[src/rtl/rr_hold_arbiter.sv]
// Round-robin arbiter for 4 agents; a grant is held while the owner's request stays high, for at most MAX_HOLD cycles.
// All outputs are registered, with one dead cycle between grants. A timed-out owner is masked until it drops its request.
module rr_hold_arbiter #(
    parameter int unsigned MAX_HOLD = 16
) (
    input  logic       i_clock,
    input  logic       i_reset_n,
    input  logic       i_req_0,
    input  logic       i_req_1,
    input  logic       i_req_2,
    input  logic       i_req_3,
    output logic       o_gnt_0,
    output logic       o_gnt_1,
    output logic       o_gnt_2,
    output logic       o_gnt_3,
    output logic [1:0] o_gnt_id,
    output logic       o_busy,
    output logic       o_timeout
);

    localparam logic [7:0] LP_HOLD_LAST = 8'(MAX_HOLD - 1);

    typedef enum logic {
        ST_IDLE,
        ST_GRANT
    } state_t;

    state_t     r_state, w_state_nxt;
    logic [1:0] r_last_id, w_last_id_nxt;
    logic [7:0] r_hold_cnt, w_hold_cnt_nxt;
    logic [3:0] r_mask, w_mask_nxt;
    logic [3:0] r_gnt, w_gnt_nxt;
    logic [1:0] r_gnt_id, w_gnt_id_nxt;
    logic       r_busy, w_busy_nxt;
    logic       r_timeout, w_timeout_nxt;

    logic [3:0] w_req;
    logic [3:0] w_elig;
    logic       w_found;
    logic [1:0] w_sel;
    logic [1:0] w_cand;

    assign w_req  = {i_req_3, i_req_2, i_req_1, i_req_0};
    assign w_elig = w_req & ~r_mask;

    // Search starts just after the last owner; offset 4 wraps back to the last owner itself.
    always_comb begin : pick
        w_found = 1'b0;
        w_sel   = 2'd0;
        w_cand  = 2'd0;
        for (int i = 1; i <= 4; i++) begin
            w_cand = r_last_id + 2'(i);
            if (!w_found && w_elig[w_cand]) begin
                w_found = 1'b1;
                w_sel   = w_cand;
            end
        end
    end

    always_comb begin : fsm
        w_state_nxt    = r_state;
        w_last_id_nxt  = r_last_id;
        w_hold_cnt_nxt = r_hold_cnt;
        w_mask_nxt     = r_mask & w_req;
        w_gnt_nxt      = r_gnt;
        w_gnt_id_nxt   = r_gnt_id;
        w_busy_nxt     = r_busy;
        w_timeout_nxt  = 1'b0;

        case (r_state)
            ST_IDLE: begin
                if (w_found) begin
                    w_gnt_nxt      = 4'b0001 << w_sel;
                    w_gnt_id_nxt   = w_sel;
                    w_busy_nxt     = 1'b1;
                    w_last_id_nxt  = w_sel;
                    w_hold_cnt_nxt = 8'd0;
                    w_state_nxt    = ST_GRANT;
                end
            end
            ST_GRANT: begin
                // A release on the terminal edge wins over the timeout.
                if (!w_req[r_gnt_id]) begin
                    w_gnt_nxt    = 4'b0000;
                    w_gnt_id_nxt = 2'd0;
                    w_busy_nxt   = 1'b0;
                    w_state_nxt  = ST_IDLE;
                end else if (r_hold_cnt == LP_HOLD_LAST) begin
                    w_gnt_nxt            = 4'b0000;
                    w_gnt_id_nxt         = 2'd0;
                    w_busy_nxt           = 1'b0;
                    w_timeout_nxt        = 1'b1;
                    w_mask_nxt[r_gnt_id] = 1'b1;
                    w_state_nxt          = ST_IDLE;
                end else begin
                    w_hold_cnt_nxt = r_hold_cnt + 8'd1;
                end
            end
        endcase
    end

    always_ff @(posedge i_clock) begin
        if (!i_reset_n) begin
            r_state    <= ST_IDLE;
            r_last_id  <= 2'd3;
            r_hold_cnt <= 8'd0;
            r_mask     <= 4'b0000;
            r_gnt      <= 4'b0000;
            r_gnt_id   <= 2'd0;
            r_busy     <= 1'b0;
            r_timeout  <= 1'b0;
        end else begin
            r_state    <= w_state_nxt;
            r_last_id  <= w_last_id_nxt;
            r_hold_cnt <= w_hold_cnt_nxt;
            r_mask     <= w_mask_nxt;
            r_gnt      <= w_gnt_nxt;
            r_gnt_id   <= w_gnt_id_nxt;
            r_busy     <= w_busy_nxt;
            r_timeout  <= w_timeout_nxt;
        end
    end

    assign o_gnt_0   = r_gnt[0];
    assign o_gnt_1   = r_gnt[1];
    assign o_gnt_2   = r_gnt[2];
    assign o_gnt_3   = r_gnt[3];
    assign o_gnt_id  = r_gnt_id;
    assign o_busy    = r_busy;
    assign o_timeout = r_timeout;

endmodule

[config.mk]
export PLATFORM = sky130hd
export DESIGN_NAME = rr_hold_arbiter
export DESIGN_NICKNAME = d
export VERILOG_FILES = /design/src/rtl/rr_hold_arbiter.sv
export SDC_FILE = /design/constraint.sdc
export NUM_CORES = 1
export LEC_CHECK = 0
export ABC_AREA = 1
export ABC_CLOCK_PERIOD_IN_PS = 4300
export BUFFER_PORTS_ARGS = -buffer_cell sky130_fd_sc_hd__buf_2
export CAP_MARGIN = 15
export CORE_ASPECT_RATIO = 0.5
export CORE_MARGIN = 3
export CORE_UTILIZATION = 40
export DETAILED_ROUTE_END_ITERATION = 16
export GPL_TIMING_DRIVEN = 0
export HOLD_SLACK_MARGIN = 0.02
export PLACE_DENSITY = 0.67
export SLEW_MARGIN = 10
export SYNTH_ARGS = -nofsm -noshare
export SYNTH_HDL_FRONTEND = slang
export SYNTH_SLANG_ARGS = --single-unit
[constraint.sdc]
create_clock -name i_clock -period 4.3 [get_ports i_clock]
set_input_delay 0.645 -clock i_clock [delete_from_list [all_inputs] [get_ports i_clock]]
set_output_delay 0.645 -clock i_clock [all_outputs]
set_load 0.02 [all_outputs]
==> flow_summary.json <==
{
  "outcome": "completed",
  "startpoint_type": "register",
  "dpl.hpwl_um": 2300,
  "fp-row-count": 14,
  "fin_crit_ps": 1690,
  "insertion_delay_ps": 270,
  "min_period_over_period_pct": 39.4,
  "nNetsFinal": 232,
  "viasPerCell": 5.00,
  "vdd_drop_max_v": 0.000196,
  "ys_seq_area_share_pct": 32.4,
  "syn_to_final_growth_pct": 11.9,
  "p_per_area_mw_per_mm2": 659,
  "cts_setup_buffers": 0,
  "layout-drive-gt1-share_pct": 18.3,
  "timing.rr.end": "r_mask[1]$_SDFF_PN0_",
  "syn-instance-count": 208,
  "ys.warnings.count": 0,
  "num_vias": 1361,
  "root_buffer": "clkbuf_8",
  "critical_path_class": "reg2reg",
  "r2r_setup_slack_ps": 2610,
  "die_y_um": 48.1,
  "endpoint_kind": "register",
  "post-place-ws_ps": 2330,
  "finalPower_mw": 1.05,
  "die-width_um": 90.3,
  "ctsHoldBuffers": 0,
  "top_level_ports": 14,
  "dp_cells": 268,
  "finalSetupViolCount": 0,
  "crit_start": "r_hold_cnt[1]$_SDFFE_PN0P_",
  "totalWireLength_um": 2990,
  "synth_top_area_share_pct": 32.4,
  "critPathMaxFanout": 5,
  "ctsResizeCount": 0,
  "cts.htree.levels": 1,
  "start_util_pct": 44.5,
  "yosys.area.top_type": "dfxtp_1",
  "wl_per_cell_um": 11.0,
  "antenna_found_initial": 0,
  "synth_seq_cells": 23,
  "fin_skew_ps": 8.41,
  "max_freq_ghz": 0.590,
  "clkSinkCount": 23,
  "ant_nets": 0,
  "instances_no_fill": 272,
  "syn_area_per_cell_um2": 6.83,
  "ys_top_cells_by_area": "dfxtp_1 (32%), nand2_1 (16%), nand3_1 (12%), nor2_1 (4.8%), a21oi_1 (4.6%)",
  "timing.rr.start": "r_hold_cnt[1]$_SDFFE_PN0P_",
  "hp-class": "reg2reg",
  "overflow": 0,
  "antennaDiodeCount": 0,
  "fin_setup_tns_ps": 0,
  "dr.pass1.iters": 4,
  "whs_path_depth": 2,
  "die_area_mm2": 0.00434,
  "grt_setup_unrepaired": "no",
  "cts_buffers": 3,
  "synth.distinct_cells": 28,
  "cts_tree": "yes",
  "syn_nets": 215,
  "io_buffers": 12,
  "clock_path_buffers": 2,
  "maxSlewHeadroom_pct": 58.4,
  "worstPathRequired_ps": 4520,
  "hold_viol": 0,
  "drv_slew": 0,
  "grt_max_degree": 15,
  "gp_congestion": 0.800,
  "arrival_ps": 1910,
  "syn-cell-area_mm2": 0.00142,
  "drcViolationCount": 0,
  "worstMarginPinSlew_ps": 619,
  "rr_worst_depth": 7,
  "dr.first_iter.drc_count": 56,
  "postLayoutSetupSlackWorst_ps": 2610,
  "grt_pass1_wl_um": 5180,
  "grt_pass1_vias": 1170,
  "clk_pin_slew_worst_paths_ps": 90,
  "endpoint": "r_mask[1]$_SDFF_PN0_",
  "grt_usage_pct": 15.0,
  "p_leak_nw": 0.734,
  "drv_cap": 0,
  "core_mm2": 0.00319
}
area by class of cell:
type,count,area [µm²]
inverters,21,93.8
clock inverters,1,7.51
multi-input cells,161,847
well taps,48,60.1
fillers,345,1600
repair buffers,12,60.1
clock buffers,3,41.3
flip-flops and latches,23,460
plain buffers,3,18.8
synthesized netlist by cell type:
| master | count |
|---|---|
| nor3_1 | 2 |
| buf_6 | 1 |
| nand3_2 | 5 |
| a22oi_1 | 1 |
| clkbuf_1 | 2 |
| nand2_1 | 60 |
| ha_1 | 1 |
| clkinv_1 | 1 |
| xor2_1 | 3 |
| dfxtp_1 | 23 |
| o21ai_0 | 1 |
| nand2_8 | 2 |
| xnor2_1 | 1 |
| nand4_1 | 3 |
| o211ai_1 | 2 |
| nand3_1 | 35 |
| inv_4 | 1 |
| a21oi_2 | 1 |
| a21oi_1 | 13 |
| a21boi_0 | 1 |
| nand2_4 | 3 |
| inv_1 | 16 |
| nor2_2 | 1 |
| nor2_8 | 1 |
| nand2_2 | 7 |
| inv_2 | 2 |
| clkinv_8 | 1 |
| nor2_1 | 18 |
worst min path at each step:
stage               slack, ps                   from               endpoint
floorplan                 430   r_mask[0]$_SDFF_PN0_   r_mask[0]$_SDFF_PN0_
global placement          450   r_mask[1]$_SDFF_PN0_   r_mask[1]$_SDFF_PN0_
finish                    460    o_busy$_SDFFE_PN0P_    o_busy$_SDFFE_PN0P_
detailed placement        450  r_gnt[3]$_SDFFE_PN0P_  r_gnt[3]$_SDFFE_PN0P_
global route              490    o_busy$_SDFFE_PN0P_    o_busy$_SDFFE_PN0P_
CTS                       470  r_gnt[3]$_SDFFE_PN0P_  r_gnt[3]$_SDFFE_PN0P_
power by group:
| part | switching [mW] | internal (mW) | leakage (nW) |
|---|---|---|---|
| logic | 0.421 | 0.192 | 0.525 |
| registers | 0.0372 | 0.255 | 0.187 |
| clock network | 0.0762 | 0.0657 | 0.0217 |
critical path, cell delays in order, from the launching register on:
cell     delay [ps]
dfxtp_1         400
ha_1            240
nand2_1          70
inv_1            80
nand3_1         110
nor3_1          540
nand2_1         110
nand2_1          80
metrics by stage:
stage          util [%]  hold WS [ps]  cell area, µm²
2_1_floorplan         -           434            1420
3_3_place_gp       48.3           446            1540
3_5_place_dp       48.3           455            1540
4_1_cts            49.8           468            1590
5_1_grt            49.8           488            1590
6_report           49.8           464            1590
per-layer routing:
layer  wire (µm)  global-route usage (%)
met4          42                    5.78
met1        1510                    18.1
met5           0                       0
met3         104                    4.31
met2        1330                    26.8
layout by cell type (no fill, tap or decap), drive strengths merged, types with 3 or more instances in the layout:
cell type / count
nand2: 72
nand3: 40
dfxtp: 23
nor2: 20
inv: 19
a21oi: 14
buf: 13
clkbuf: 5
nand4: 3
xor2: 3
flip-flops by register name, indices dropped and copies added (netlist names):
| signal | cells |
|---|---|
| o_busy | 1 |
| o_gnt_id | 2 |
| r_gnt | 4 |
| r_mask | 4 |
| o_timeout | 1 |
| r_state | 1 |
| r_last_id | 2 |
| r_hold_cnt | 8 |
cell families (layout without fill, tap and decap cells):
kind of cell / count (synthesis) / in the layout / synth area share [%]
AND/OR/NAND/NOR: 137 / 137 / 48.6
buffers and inverters: 24 / 40 / 7.93
flip-flops: 23 / 23 / 32.4
AO/OA/AOI/OAI: 19 / 19 / 7.66
XOR/XNOR: 4 / 4 / 2.47
adder cells (fa/ha/maj): 1 / 1 / 0.881
No activity file was read; power rests on OpenSTA's default activity.
